`src/rtl/pc_pkg.sv`:
```
// Shared types and constants for the RV32I program-counter unit.
// Branch funct3 codes, the PC state machine encoding and the alignment mask helper.
package pc_pkg;

  localparam logic [2:0] BEQ  = 3'b000;
  localparam logic [2:0] BNE  = 3'b001;
  localparam logic [2:0] BLT  = 3'b100;
  localparam logic [2:0] BGE  = 3'b101;
  localparam logic [2:0] BLTU = 3'b110;
  localparam logic [2:0] BGEU = 3'b111;

  typedef enum logic [1:0] {
    BOOT = 2'd0,
    RUN  = 2'd1,
    TRAP = 2'd2
  } pc_state_t;

  // Low address bits that must be zero for a legal fetch target.
  function automatic logic [1:0] align_mask(input int ialign);
    if (ialign == 2) begin
      return 2'b01;
    end else begin
      return 2'b11;
    end
  endfunction

endpackage

```
`src/rtl/branch_cond_r32.sv`:
```
// Resolves an RV32I conditional branch from funct3 and the comparator flags.
// Purely combinational; reserved encodings 010/011 are never taken.
module branch_cond_r32
  import pc_pkg::*;
(
  input  logic [2:0] i_branch_type,
  input  logic       i_eq,
  input  logic       i_ne,
  input  logic       i_lt,
  input  logic       i_ltu,
  input  logic       i_ge,
  input  logic       i_geu,
  output logic       o_taken
);

  // Map funct3 onto the matching comparator flag.
  always_comb begin
    o_taken = 1'b0;
    case (i_branch_type)
      BEQ:     o_taken = i_eq;
      BNE:     o_taken = i_ne;
      BLT:     o_taken = i_lt;
      BGE:     o_taken = i_ge;
      BLTU:    o_taken = i_ltu;
      BGEU:    o_taken = i_geu;
      default: o_taken = 1'b0;
    endcase
  end

endmodule

```
`src/rtl/pc_unit_r32.sv`:
```
// Program counter with branch/jump redirect, fetch handshake, stall and
// misaligned-target trap; ProgAddr is the instruction fetch address.
module pc_unit_r32
  import pc_pkg::*;
#(
  parameter int              XLEN      = 32,
  parameter logic [XLEN-1:0] RESET_VEC = 32'h0000_0000,
  parameter logic [XLEN-1:0] TRAP_VEC  = 32'h0000_0100,
  parameter int              IALIGN    = 4
) (
  input  logic            clock,
  input  logic            reset,
  input  logic            BranchControl,
  input  logic [2:0]      PCBranchType,
  input  logic [XLEN-1:0] BranchOffset,
  input  logic            JumpControl,
  input  logic            JumpReg,
  input  logic [XLEN-1:0] JumpBase,
  input  logic            EQ,
  input  logic            NE,
  input  logic            LT,
  input  logic            LTU,
  input  logic            GE,
  input  logic            GEU,
  input  logic            Stall,
  input  logic            FetchReady,
  output logic [XLEN-1:0] ProgAddr,
  output logic            FetchValid,
  output logic [XLEN-1:0] LinkAddr,
  output logic            Trap,
  output logic [XLEN-1:0] TrapPC,
  output logic [XLEN-1:0] RetireCount
);

  localparam logic [1:0]      ALIGN_MASK  = align_mask(IALIGN);
  localparam logic [XLEN-1:0] INSTR_BYTES = XLEN'(4);
  localparam logic [XLEN-1:0] ONE         = XLEN'(1);

  pc_state_t       r_state;
  pc_state_t       w_state_nxt;
  logic [XLEN-1:0] r_pc;
  logic [XLEN-1:0] w_pc_nxt;
  logic [XLEN-1:0] r_trap_pc;
  logic [XLEN-1:0] w_trap_pc_nxt;
  logic [XLEN-1:0] r_retire;
  logic [XLEN-1:0] w_retire_nxt;

  logic            w_taken;
  logic            w_adv;
  logic            w_redirect;
  logic            w_misalign;
  logic [XLEN-1:0] w_tgt;
  logic [XLEN-1:0] w_jalr_sum;
  logic [XLEN-1:0] w_rel_sum;
  logic [XLEN-1:0] w_seq;

  branch_cond_r32 u_cond (
    .i_branch_type (PCBranchType),
    .i_eq          (EQ),
    .i_ne          (NE),
    .i_lt          (LT),
    .i_ltu         (LTU),
    .i_ge          (GE),
    .i_geu         (GEU),
    .o_taken       (w_taken)
  );

  assign ProgAddr    = r_pc;
  assign FetchValid  = (r_state == RUN);
  assign Trap        = (r_state == TRAP);
  assign TrapPC      = r_trap_pc;
  assign RetireCount = r_retire;
  assign LinkAddr    = r_pc + INSTR_BYTES;

  assign w_adv      = (r_state == RUN) && FetchValid && FetchReady && !Stall;
  assign w_jalr_sum = JumpBase + BranchOffset;
  assign w_rel_sum  = r_pc + BranchOffset;
  assign w_seq      = r_pc + INSTR_BYTES;

  // Target mux in priority order: JALR, JAL, taken branch, sequential.
  always_comb begin
    w_tgt      = w_seq;
    w_redirect = 1'b0;
    if (JumpControl && JumpReg) begin
      w_tgt      = w_jalr_sum & ~ONE;
      w_redirect = 1'b1;
    end else if (JumpControl) begin
      w_tgt      = w_rel_sum;
      w_redirect = 1'b1;
    end else if (BranchControl && w_taken) begin
      w_tgt      = w_rel_sum;
      w_redirect = 1'b1;
    end else begin
      w_tgt      = w_seq;
      w_redirect = 1'b0;
    end
  end

  // Only redirects can be misaligned; ProgAddr itself is always aligned.
  assign w_misalign = w_redirect && ((w_tgt[1:0] & ALIGN_MASK) != 2'b00);

  // Next-state, next-PC, trap capture and retire counting.
  always_comb begin
    w_state_nxt   = r_state;
    w_pc_nxt      = r_pc;
    w_trap_pc_nxt = r_trap_pc;
    w_retire_nxt  = r_retire;
    case (r_state)
      BOOT: begin
        w_state_nxt = RUN;
      end
      RUN: begin
        if (w_adv && w_misalign) begin
          w_trap_pc_nxt = r_pc;
          w_state_nxt   = TRAP;
        end else if (w_adv) begin
          w_pc_nxt     = w_tgt;
          w_retire_nxt = r_retire + ONE;
        end else begin
          w_state_nxt = RUN;
        end
      end
      TRAP: begin
        w_pc_nxt    = TRAP_VEC;
        w_state_nxt = RUN;
      end
      default: begin
        w_state_nxt = BOOT;
        w_pc_nxt    = RESET_VEC;
      end
    endcase
  end

  // State and architectural registers.
  always_ff @(posedge clock or posedge reset) begin
    if (reset) begin
      r_state   <= BOOT;
      r_pc      <= RESET_VEC;
      r_trap_pc <= '0;
      r_retire  <= '0;
    end else begin
      r_state   <= w_state_nxt;
      r_pc      <= w_pc_nxt;
      r_trap_pc <= w_trap_pc_nxt;
      r_retire  <= w_retire_nxt;
    end
  end

endmodule

```
`config.mk`:
```
export PLATFORM = sky130hd
export DESIGN_NAME = pc_unit_r32
export DESIGN_NICKNAME = d
export VERILOG_FILES = /design/src/rtl/pc_pkg.sv /design/src/rtl/branch_cond_r32.sv /design/src/rtl/pc_unit_r32.sv
export SDC_FILE = /design/constraint.sdc
export NUM_CORES = 1
export LEC_CHECK = 0
export BUFFER_PORTS_ARGS = -buffer_cell sky130_fd_sc_hd__buf_2
export CAP_MARGIN = 15
export CORE_MARGIN = 2
export CORE_UTILIZATION = 55
export CTS_CLUSTER_SIZE = 12
export DETAILED_ROUTE_END_ITERATION = 10
export GPL_TIMING_DRIVEN = 0
export PLACE_DENSITY = 0.82
export SYNTH_ARGS = -nofsm -noshare
export SYNTH_HDL_FRONTEND = slang
export SYNTH_HIERARCHICAL = 1
export SYNTH_SLANG_ARGS = --single-unit
export TNS_END_PERCENT = 20
```
`constraint.sdc`:
```
create_clock -name clock -period 3.5 [get_ports clock]
set_clock_uncertainty 0.05 [all_clocks]
set_input_delay 0.175 -clock clock [delete_from_list [all_inputs] [get_ports clock]]
set_output_delay 0.175 -clock clock [all_outputs]
set_load 0.02 [all_outputs]
```
Word-level counts from Yosys, hierarchy flattened

Index checks and enable logic that the tools add are counted.

Register bits: 98
Latch bits: 0
Bits in writable memories: 0
Bits in read-only memories: 0
Logic and storage cells: 47
Memories kept: 0

$add $sub $neg: 4
Multipliers: 0
Divide/modulo/power cells: 0
Magnitude comparators: 0
Equality and inequality tests: 10
Shifts and indexed selects: 0
Mux-type cells: 13
Bitwise logic cells: 2
Reductions and logical operators: 14

Operator list:

| cell                  | count |
|---|---|
| $mux 32               | 5 |
| $pmux 32 s3           | 1 |
| $add 32x32->32        | 2 |
| $add 32x1->32 const B | 1 |
| $add 32x3->32 const B | 1 |
| $eq 3x3->1 const B    | 4 |
| $logic_and 1x1->1     | 6 |
| $pmux 1 s6            | 1 |
| $reduce_and 3->1      | 2 |
| $mux 2                | 2 |
| $pmux 2 s2            | 1 |
| $eq 3x1->1 const B    | 1 |
| $logic_not 3->1       | 1 |
| $mux 1                | 3 |
| $ne 3x2->1 const B    | 1 |
| $eq 2x1->1 const B    | 1 |
| $eq 2x2->1 const B    | 1 |
| $logic_not 2->1       | 1 |
| $ne 2x1->1 const B    | 1 |
| $ne 2x2->1 const B    | 1 |
| $not 1->1             | 2 |
| $reduce_and 2->1      | 1 |
| $reduce_bool 2->1     | 1 |
| $reduce_or 2->1       | 1 |
| $logic_not 1->1       | 1 |

Longest topological paths before layout

Gate-level depths: netlist (run 1).

Depth after elaboration: 11
Gate-level depth with buffers: 14
Mapped depth without buffers: 13

Modules after synthesis

Netlist (run 1), hierarchy kept.

Modules (own cells, without submodules):

| module          | instances | cells each | area each (µm²) | seq. area each (µm²) |
|---|---|---|---|---|
| pc_unit_r32     | 1         | 935        | 8,256.7         | 2,452.4 |
| branch_cond_r32 | 1         | 4          | 46.3            | 0.0 |

Worst setup path after synthesis (run 1)

No wires, ideal clock.

Path kind: flip-flop to flip-flop
From: register r_pc[0] (netlist: ProgAddr[0])
To: register r_retire[29] (netlist: RetireCount[29])
Arrival time: 2.997 ns
Setup slack: 0.373 ns
Cell stages (with the launch flop): 15
Buffers on the path: 1
Clock period less this slack: 3.127 ns
Path through: dfrtp_1 -> ha_1 -> inv_1 -> fa_1 -> or2_2 -> a21boi_1 -> o31a_1 -> nor2_1 -> nand4_1 -> or2_1 -> clkbuf_1 -> nor2_1 -> nand4_1 -> nor2_1 -> xor2_1

Longest elaborated chain between the ends: 9
Elaborated cells between the ends (all ways): 10
Classes of those cells: add/sub (2); mux (3); bitwise (1); reduce/logical (4)

Ends and longest elaborated chain:

| element                                         | line                                 | RTL |
|---|---|---|
| from (decl)                                     | pc_unit_r32.sv:41                    | `logic [XLEN-1:0] r_pc;` |
| from (signal assigned)                          | pc_unit_r32.sv:143                   | `r_pc <= w_pc_nxt;` |
| $add 32x3->32 or $add 32x32->32 (tied branches) | pc_unit_r32.sv:78, pc_unit_r32.sv:77 |  |
| $mux 32                                         | pc_unit_r32.sv:90                    | `end else if (BranchControl && w_taken) begin` |
| $mux 32 (*)                                     | pc_unit_r32.sv:87                    | `end else if (JumpControl) begin` |
| $mux 32 (*)                                     | pc_unit_r32.sv:84                    | `if (JumpControl && JumpReg) begin` |
| $reduce_bool 2->1 (*)                           | pc_unit_r32.sv:100                   | `assign w_misalign = w_redirect && ((w_tgt[1:0] & ALIGN_MASK) != 2'b00);` |
| $logic_and 1x1->1 (*)                           | pc_unit_r32.sv:100                   |  |
| $logic_and 1x1->1 (*)                           | pc_unit_r32.sv:113                   | `if (w_adv && w_misalign) begin` |
| $not 1->1 (no source line) (*)                  | --                                   |  |
| $reduce_and 3->1 (no source line) (*)           | --                                   |  |
| to (signal assigned)                            | pc_unit_r32.sv:145                   | `r_retire <= w_retire_nxt;` |
| to (decl)                                       | pc_unit_r32.sv:45                    | `logic [XLEN-1:0] r_retire;` |

Mark *: on every way between the ends. The rest lies on a longest branch, timed or not.
A chain may end at the register's enable or synchronous reset.

Final worst setup path (run 1)

From: register r_pc[0] (netlist: ProgAddr[0])
To: register r_pc[29] (netlist: ProgAddr[29])

Longest elaborated chain between the ends: 9
Elaborated cells between the ends (all ways): 13
Classes of those cells: add/sub (2); eq/ne (1); mux (6); reduce/logical (4)

Ends and longest elaborated chain:

| element                                         | line |
|---|---|
| $add 32x3->32 or $add 32x32->32 (tied branches) | pc_unit_r32.sv:78, pc_unit_r32.sv:77 |
| $mux 32                                         | pc_unit_r32.sv:90 |
| $mux 32 (*)                                     | pc_unit_r32.sv:87 |
| $mux 32 (*)                                     | pc_unit_r32.sv:84 |
| $reduce_bool 2->1                               | pc_unit_r32.sv:100 |
| $logic_and 1x1->1                               | pc_unit_r32.sv:100 |
| $logic_and 1x1->1                               | pc_unit_r32.sv:113 |
| $ne 2x2->1 (no source line)                     | -- |
| $reduce_and 3->1 (no source line)               | -- |

Mark *: on every way between the ends. The rest lies on a longest branch, timed or not. The select of a mux whose other input is x is not followed.

==> results of run 1 <==
## logic make-up after synthesis
family	Yosys count	synth area share (%)
muxes	41	5.67
buffers and inverters	60	3.51
AOI/OAI and AO/OA	262	21.1
xor gates and xnor gates	111	11.7
and+or+nand+nor	298	17.9
adders and majority gates	69	10.6
DFF	98	29.5
## power groups by stage
stage | clock network, mW | logic (mW) | registers [mW]
6_report | 1.01 | 4.00 | 1.96
5_1_grt | 1.06 | 4.32 | 2.00
4_1_cts | 1.01 | 3.91 | 1.94
3_5_place_dp | 0 | 3.89 | 1.96
3_3_place_gp | 0 | 3.83 | 1.94
2_1_floorplan | 0 | 2.40 | 2.19
## worst max-delay path, delay by kind of cell (launching register included)
family	cells	cell delay, ns
AND/OR/NAND/NOR	5	1.46
adder cells (fa/ha/maj)	2	0.72
AO/OA/AOI/OAI	2	0.36
flip-flops	1	0.43
buffers and inverters	2	0.25
## registers in the layout (all words and copies together) (netlist names)
register     flops
ProgAddr        32
r_state          2
TrapPC          32
RetireCount     32
## metal layers
layer	vias up	part of all wire, %	global-route usage (%)
li1	3886	-	-
met1	3870	42	40.9
met2	396	47	50.5
met3	49	8.2	4.13
met4	0	2.5	8.86
met5	-	0	0
## final cells by class
cell class              count  area share [%]
plain buffers              37            2.10
well taps                 184            2.30
repair buffers            218            11.3
flip-flops and latches     98            24.5
multi-input cells         781            55.9
inverters                  22           0.848
clock buffers               9            2.25
clock inverters             7           0.811
## metrics by stage
step	instances	instance area, um^2
floorplan	939	8300
global placement	1332	9580
detailed placement	1333	9610
CTS	1350	9930
global route	1356	10000
finish	1356	10000
## path summary, 6_finish.rpt
check / startpoint / to / slack (ns)
setup / recovery: ProgAddr[0] / ProgAddr[29] / 0.17
hold / removal: JumpBase[31] / ProgAddr[31] / 0.25
setup reg to reg: ProgAddr[0] / ProgAddr[29] / 0.17
hold reg to reg: RetireCount[27] / RetireCount[27] / 0.44
max in group asynchronous: reset / ProgAddr[6] / 2.29
min in group asynchronous: reset / TrapPC[29] / 0.44
## repair_timing
item                       CTS  global route
resized for setup            2            15
setup endpoints to repair    9            32
setup buffers                0             7
pin swaps                    1             4
hold endpoints to repair    51             0
hold buffers                 1             0
## cells in the mapped netlist, drive strengths merged (4+ instances only)
| cell | count | area (um^2) |
|---|---|---|
| nand2 | 101 | 382 |
| dfrtp | 98 | 2450 |
| a21oi | 78 | 398 |
| xnor2 | 75 | 657 |
| ha | 67 | 838 |
| o21ai | 66 | 338 |
| nor2 | 58 | 220 |
| nand3 | 37 | 185 |
| xor2 | 36 | 315 |
| mux2 | 35 | 398 |
| a21o | 26 | 205 |
| nand4 | 26 | 169 |
| clkbuf | 23 | 121 |
| inv | 22 | 82.6 |
| and3 | 18 | 114 |
| buf | 14 | 76.3 |
| o211ai | 12 | 90.1 |
| a211oi | 10 | 75.1 |
| nand2b | 9 | 56.3 |
| nor2b | 9 | 56.3 |
| and4 | 8 | 70.1 |
| nor3 | 8 | 50.1 |
| o21bai | 8 | 60.1 |
| a22o | 7 | 61.3 |
| a22oi | 7 | 52.6 |
| a31oi | 7 | 58.8 |
| and2 | 7 | 46.3 |
| o31ai | 7 | 71.3 |
| mux2i | 5 | 50.1 |
| or2 | 5 | 31.3 |
| nand3b | 4 | 30.0 |
| o21a | 4 | 30.0 |
==> impl_metrics.csv, run 1 <==
group,metric,value,unit
setup_path,worst_setup_path_end_kind,"flip-flop",
clock_network,clock_sinks,98,
final_layout,layout-drive-gt1-share,28.1,%
route,drt-initial-drc-count,609,
setup_path,worstSetupPathType,"reg2reg",
sta,finalHoldViolCount,0,
sta,hold_slack,0.255,ns
sta,rsz0062_at_grt,"no",
floorplan,initial_core_util,56.7,%
global_route,grt_use_total,30.2,%
power_and_ir_drop,p_sw_share,49.6,%
sta,period_needed,3.33,ns
setup_path,path_max_fanout,10,
run,cap_violations,0,
synth,ys_ff_latch,98,
route,dr.pass1.iters,5,
power_and_ir_drop,clockPowerShare,14.5,%
synth,syn_area,8300,um^2
setup_path,crit_chain,"ha_2, inv_1, fa_1, or2_2, a21boi_1, o31a_1, clkbuf_4, nor4_4, nand2_1, or4_1, nand3_1",
route,route.detailed.drc,0,
clock_network,clockRootBuffer,"clkbuf_16",
clock_network,path_clk_slew,0.08,ns
final_layout,fin_util,68.5,%
route,vias_per_cell,6.05,
sta,setup_ws,0.174,ns
clock_network,tritoncts,"yes",
placement,hpwl,19700,um
sta,slew_headroom,54.3,%
setup_path,arrival,3.57,ns
final_layout,fill_cells,1232,
route,num_vias,8201,
floorplan,core_region_area,14600,um^2
global_route,overflow,0,
synth,ys.warnings.count,6,
worst_hold_path,hold_class,"in2reg",
global_route,antenna_found_initial,0,
floorplan,die_h,127,um
synth,ys_async_sr_fraction,100,%
setup_path,required,3.74,ns
synth,synth-edff-count,0,
final_layout,nets,1316,
final_layout,multiInputGateArea,5610,um^2
sta,setup-tns-final,0,ns
power_and_ir_drop,ir_drop,0.000287,V
sta,finalSetupViolCount,0,
power_and_ir_drop,power.density,695,nW/um^2
power_and_ir_drop,power.internal,3.51,mW
global_route,grt_max_degree,53,
floorplan,rows,44,
synth,ys.flop_type,"dfrtp_1",
clock_network,insertion_delay,0.36,ns
placement,gp_congestion,0.945,
final_layout,layout.cells.most_common,"buf_2",
synth,yosysUniqueCellTypes,85,
route,wl_per_cell,18.5,um
sta,worst_pin_slew,0.686,ns
synth,synth_seq_area_share,29.5,%
synth,synth_area_per_cell,8.84,um^2
final_layout,antenna_cells,0,
final_layout,seqCellArea,2450,um^2
worst_hold_path,hold_depth,4,
placement,portBuffers,209,
power_and_ir_drop,leakage,5.07,nW
placement,pre_cts_ws,-0.174,ns
synth,syn_nets,1088,
route,wl,25100,um
floorplan,die_area,16100,um^2
setup_path,slowest_delay,0.57,ns
setup_path,start_kind,"flip-flop",
outcome,status,"finished clean",
power_and_ir_drop,total_power,6.97,mW
setup_path,reg2reg_depth,11,
sta,drv_slew,0,
global_route,grt_pass1_wl,38900,um
power_and_ir_drop,power_frac_comb,57.4,%
final_layout,area_growth,20.8,%
power_and_ir_drop,switchingPower,3.46,mW
route,ant_nets,0,
floorplan,ios,210,
setup_path,critPathSlowestCell,"or4_1",
clock_network,cts_buffers,9,
final_layout,final_cell_mix,"buf_2, nand2_1, dfrtp_1",
sta,timing.final.crit_share,95.0,%
power_and_ir_drop,seqPwrFrac,28.1,%
global_route,grt_pass1_vias,7670,
clock_network,cts_max_level,3,
clock_network,cts_buffer_depth,2,
synth,synthCells,939,
sta,fmax,0.301,GHz
floorplan,fp.dieW,127,um
Note: power is estimated with default switching activity, not from simulation.
==> run 2: changes to the inputs <==
Settings changed: CORE_ASPECT_RATIO from default to 1.25, CORE_UTILIZATION 55 to 59, PLACE_DENSITY 0.82 to 0.87.
Clock period 3.5 ns to 4.3 ns, I/O delays scaled along.
==> run 2 against run 1 <==
Against the previous run: cell count fell by 1.1%; sequential power fell by 18%; hold slack improved by 0.012 ns; fmax fell by 12%; register-to-register slack improved by 0.34 ns; global-route usage rose by 3.4 points; critical path depth rose by 1; combinational power fell by 19%; final area fell by 1.3%; power fell by 19%; setup slack improved by 0.34 ns.
==> impl_metrics.csv, run 2 (same netlist as run 1, synthesis figures left out) <==
group,metric,value,unit
placement,dp.cells,1324,
setup_path,worst_setup_path_end_kind,"flip-flop",
global_route,overflow,0,
power_and_ir_drop,leakage,4.99,nW
power_and_ir_drop,power.density,568,nW/um^2
placement,portBuffers,209,
sta,drv_slew,0,
sta,worst_pin_slew,0.715,ns
global_route,use_met1,40.7,%
final_layout,final_cell_mix,"buf_2, nand2_1, dfrtp_1",
global_route,busiest_layer,"met2",
final_layout,layout.cells.most_common,"buf_2",
placement,place_area,9600,um^2
setup_path,r2r_slack,0.52,ns
final_layout,finalInstanceArea,9900,um^2
clock_network,tritoncts,"yes",
sta,period_needed,3.78,ns
sta,setup-tns-final,0,ns
run,cap_violations,0,
clock_network,clock_sinks,98,
clock_network,clockRootBuffer,"clkbuf_16",
clock_network,holdBufCountCts,1,
placement,gp_congestion,0.981,
floorplan,fp.dieW,110,um
global_route,grt_max_degree,53,
clock_network,cts_max_level,3,
global_route,antenna_found_initial,0,
sta,finalSetupViolCount,0,
final_layout,layout-drive-gt1-share,26.7,%
clock_network,path_clk_slew,0.07,ns
setup_path,arrival,4.02,ns
sta,setup_ws,0.517,ns
placement,pre_cts_ws,0.467,ns
floorplan,rows,48,
route,vias_per_cell,6.23,
global_route,grt_use_total,33.6,%
route,route.detailed.drc,0,
setup_path,path_max_fanout,10,
floorplan,ios,210,
sta,fmax,0.264,GHz
sta,hold_slack,0.267,ns
power_and_ir_drop,ir_drop,0.000428,V
clock_network,insertion_delay,0.35,ns
final_layout,nets,1310,
floorplan,die_h,137,um
setup_path,start_kind,"flip-flop",
global_route,grt_pass1_vias,7924,
clock_network,cts_buffers,9,
placement,hpwl,19900,um
clock_network,postCtsResizedCells,0,
sta,finalHoldViolCount,0,
final_layout,final_cells,1341,
floorplan,initial_core_util,60.1,%
route,dr.pass1.iters,7,
sta,rsz0062_at_grt,"no",
global_route,met3_usage,5.43,%
sta,slew_headroom,52.3,%
route,ant_nets,0,
route,wl,25400,um
setup_path,worstSetupPathType,"reg2reg",
route,num_vias,8349,
outcome,status,"finished clean",
floorplan,die_area,15000,um^2
route,wl_per_cell,19.0,um
setup_path,required,4.54,ns
clock_network,cts_buffer_depth,2,
floorplan,core_region_area,13800,um^2
global_route,grt_pass1_wl,39400,um
final_layout,antenna_cells,0,
clock_network,cts_setup_buffers,0,
worst_hold_path,hold_class,"in2reg",
route,drt-initial-drc-count,726,
sta,timing.final.crit_share,88.0,%
final_layout,area_growth,19.2,%
global_route,grtUsageMet2,57.4,%
-- run 2: where the power goes --
group | switching (mW) | internal, mW
registers | 0.421 | 1.18
logic | 1.97 | 1.25
clock network | 0.401 | 0.409
-- run 2: final cells by class --
class	instances	area, um^2
tap	175	219
clock inverter	7	65.1
inverter	22	85.1
sequential	98	2450
buffer	38	209
fill	1071	3920
timing repair buffer	211	1080
clock buffer	9	225
multi-input combinational	781	5560
-- run 2: stage by stage --
stage	util (%)	power (mW)
2_1_floorplan	-	3.74
3_3_place_gp	69.3	4.68
3_5_place_dp	69.5	4.76
4_1_cts	71.7	5.57
5_1_grt	71.7	5.96
6_report	71.7	5.62
-- run 2: layer usage --
layer,up-vias,routed length (um)
li1,3874,-
met2,430,12300
met3,88,1840
met1,3957,10100
met4,0,1110
met5,-,0
-- run 2: critical path, stage by stage (launching register included) --
cell	delay (ns)
dfrtp_1	0.45
ha_1	0.24
inv_1	0.07
fa_1	0.51
or2_2	0.11
a21boi_1	0.08
o31a_1	0.30
clkbuf_4	0.21
nor4_4	0.43
nand2_1	0.43
nor2_1	0.53
a221oi_1	0.18
nand3_1	0.13
-- run 2: final timing paths --
path                                       from         endpoint  depth (start not counted)
worst min-delay path               JumpBase[31]     ProgAddr[31]                          4
worst min register to register  RetireCount[31]  RetireCount[31]                          1
worst max-delay path                ProgAddr[0]     ProgAddr[29]                         12
worst max register to register      ProgAddr[0]     ProgAddr[29]                         12
max in group asynchronous                 reset      ProgAddr[0]                          4
min in group asynchronous                 reset  RetireCount[16]                          3
==> run 3: changes to the inputs <==
Settings changed: CORE_UTILIZATION 59 to 55, PLACE_DENSITY 0.87 to 0.82.
Clock period 4.3 ns to 3.5 ns, I/O delays scaled along.
==> run 3 against run 2 <==
Against the previous run: register-to-register slack got worse by 0.41 ns; via count decreased by 1.3%; largest power group unchanged; critical path depth decreased by 1; count of clock-buffer cells in the layout unchanged; setup slack got worse by 0.41 ns.
==> impl_metrics.csv, run 3 (same netlist as run 1, synthesis figures left out) <==
group,metric,value,unit
final_layout,seqCellArea,2450,um^2
route,wl,25300,um
route,dr.pass1.iters,5,
power_and_ir_drop,power.density,695,nW/um^2
setup_path,critPathSlowestCell,"dfrtp_1",
floorplan,rows,50,
final_layout,nets,1313,
final_layout,final_cells,1351,
clock_network,cts_buffers,9,
final_layout,multiInputGateArea,5590,um^2
route,ant_nets,0,
sta,finalHoldViolCount,0,
global_route,overflow,0,
power_and_ir_drop,total_power,6.95,mW
floorplan,initial_core_util,55.8,%
route,route.detailed.drc,0,
clock_network,cts_max_level,3,
placement,portBuffers,209,
worst_hold_path,hold_depth,4,
worst_hold_path,hold_class,"in2reg",
sta,period_needed,3.40,ns
clock_network,clockRootBuffer,"clkbuf_16",
setup_path,crit_top_cell,"a21oi_1",
outcome,status,"finished clean",
final_layout,fill_cells,1276,
global_route,grt_pass1_vias,7757,
floorplan,core_region_area,14900,um^2
floorplan,ios,210,
floorplan,die_h,141,um
clock_network,insertion_delay,0.36,ns
clock_network,path_clk_slew,0.08,ns
clock_network,tritoncts,"yes",
final_layout,antenna_cells,0,
global_route,grt_max_degree,55,
placement,dp.cells,1331,
power_and_ir_drop,leakage,5.05,nW
global_route,antenna_found_initial,0,
setup_path,required,3.68,ns
clock_network,cts_buffer_depth,2,
sta,worst_pin_slew,0.708,ns
sta,fmax,0.294,GHz
placement,gp_congestion,0.968,
route,num_vias,8237,
final_layout,layout-drive-gt1-share,27.9,%
setup_path,slowest_delay,0.50,ns
final_layout,area_growth,20.3,%
setup_path,worstSetupPathType,"reg2reg",
power_and_ir_drop,ir_drop,0.000317,V
setup_path,crit_chain,"ha_1, o21ai_0, o21bai_1, a21oi_1, o41ai_4, a31oi_4, o31ai_2, a21oi_1, xnor2_1, a221oi_1, nand3_1",
final_layout,final_cell_mix,"buf_2, nand2_1, dfrtp_1",
final_layout,layout.cells.most_common,"buf_2",
setup_path,reg2reg_depth,11,
setup_path,start_kind,"flip-flop",
clock_network,clock_sinks,98,
sta,rsz0062_at_grt,"yes",
sta,timing.final.crit_share,97.0,%
floorplan,die_area,16100,um^2
placement,hpwl,19700,um
sta,slew_headroom,52.8,%
setup_path,worst_setup_path_end_kind,"flip-flop",
floorplan,fp.dieW,114,um
sta,finalSetupViolCount,0,
sta,drv_slew,0,
setup_path,path_max_fanout,8,
setup_path,arrival,3.58,ns
global_route,grt_use_total,30.8,%
global_route,grt_pass1_wl,39100,um
run,cap_violations,0,
route,drt-initial-drc-count,652,
route,wl_per_cell,18.8,um
route,vias_per_cell,6.10,
## run 3: stage by stage
| stage | util (%) | TNS, ns | setup slack [ns] | instance area (um^2) | hold slack (ns) |
|---|---|---|---|---|---|
| 6_report | 67.1 | 0 | 0.104 | 9990 | 0.228 |
| 5_1_grt | 67.1 | -0.0282 | -0.0186 | 9990 | 0.244 |
| 4_1_cts | 66.7 | -0.0207 | -0.0207 | 9930 | 0.220 |
| 3_5_place_dp | 64.5 | -2.64 | -0.271 | 9610 | 0.256 |
| 3_3_place_gp | 64.3 | -59.82 | -0.589 | 9580 | 0.412 |
| 2_1_floorplan | - | 0 | 0.373 | 8300 | 0.365 |
## run 3: timing repair
| item | CTS | global route |
|---|---|---|
| pin swaps | 0 | 4 |
| gates resized for setup | 4 | 14 |
| hold buffers | 1 | 0 |
| setup endpoints to repair | 13 | 44 |
| gates cloned | 0 | 0 |
| buffers inserted | 0 | 4 |
| endpoints found under the hold margin | 44 | 0 |
## run 3: layout make-up
cell class,count,share of cell area (%)
Multi-Input combinational cell,781,56.0
Sequential cell,98,24.6
Timing Repair Buffer,215,11.1
Tap cell,182,2.28
Clock buffer,9,2.25
Buffer,37,2.15
Inverter,22,0.852
Clock inverter,7,0.764
## run 3: final timing paths
| kind | from | to | slack, ns |
|---|---|---|---|
| max in group asynchronous | reset | r_state[1] | 2.34 |
| max | ProgAddr[2] | ProgAddr[29] | 0.10 |
| min in group asynchronous | reset | TrapPC[6] | 0.39 |
| min reg2reg | RetireCount[31] | RetireCount[31] | 0.43 |
| min | JumpControl | ProgAddr[1] | 0.23 |
| max reg2reg | ProgAddr[2] | ProgAddr[29] | 0.10 |
## run 3: report_power, final
part	internal (mW)	switching [mW]	leakage [nW]
clock	0.509	0.508	0.149
sequential	1.44	0.519	1.33
combinational	1.55	2.42	3.57
## run 3: per-layer routing
layer / track usage, % / part of all wire [%]
met3: 4.10 / 7.2
met2: 55.0 / 50
met4: 11.2 / 2.9
met1: 37.8 / 40
met5: 0 / 0
## run 3: critical path, delay by kind of cell (launching register included)
family,cells,cell delay (ns)
AND/OR/NAND/NOR,1,0.11
flip-flops,1,0.50
AO/OA/AOI/OAI,8,2.03
XOR/XNOR,1,0.15
adder cells (fa/ha/maj),1,0.41
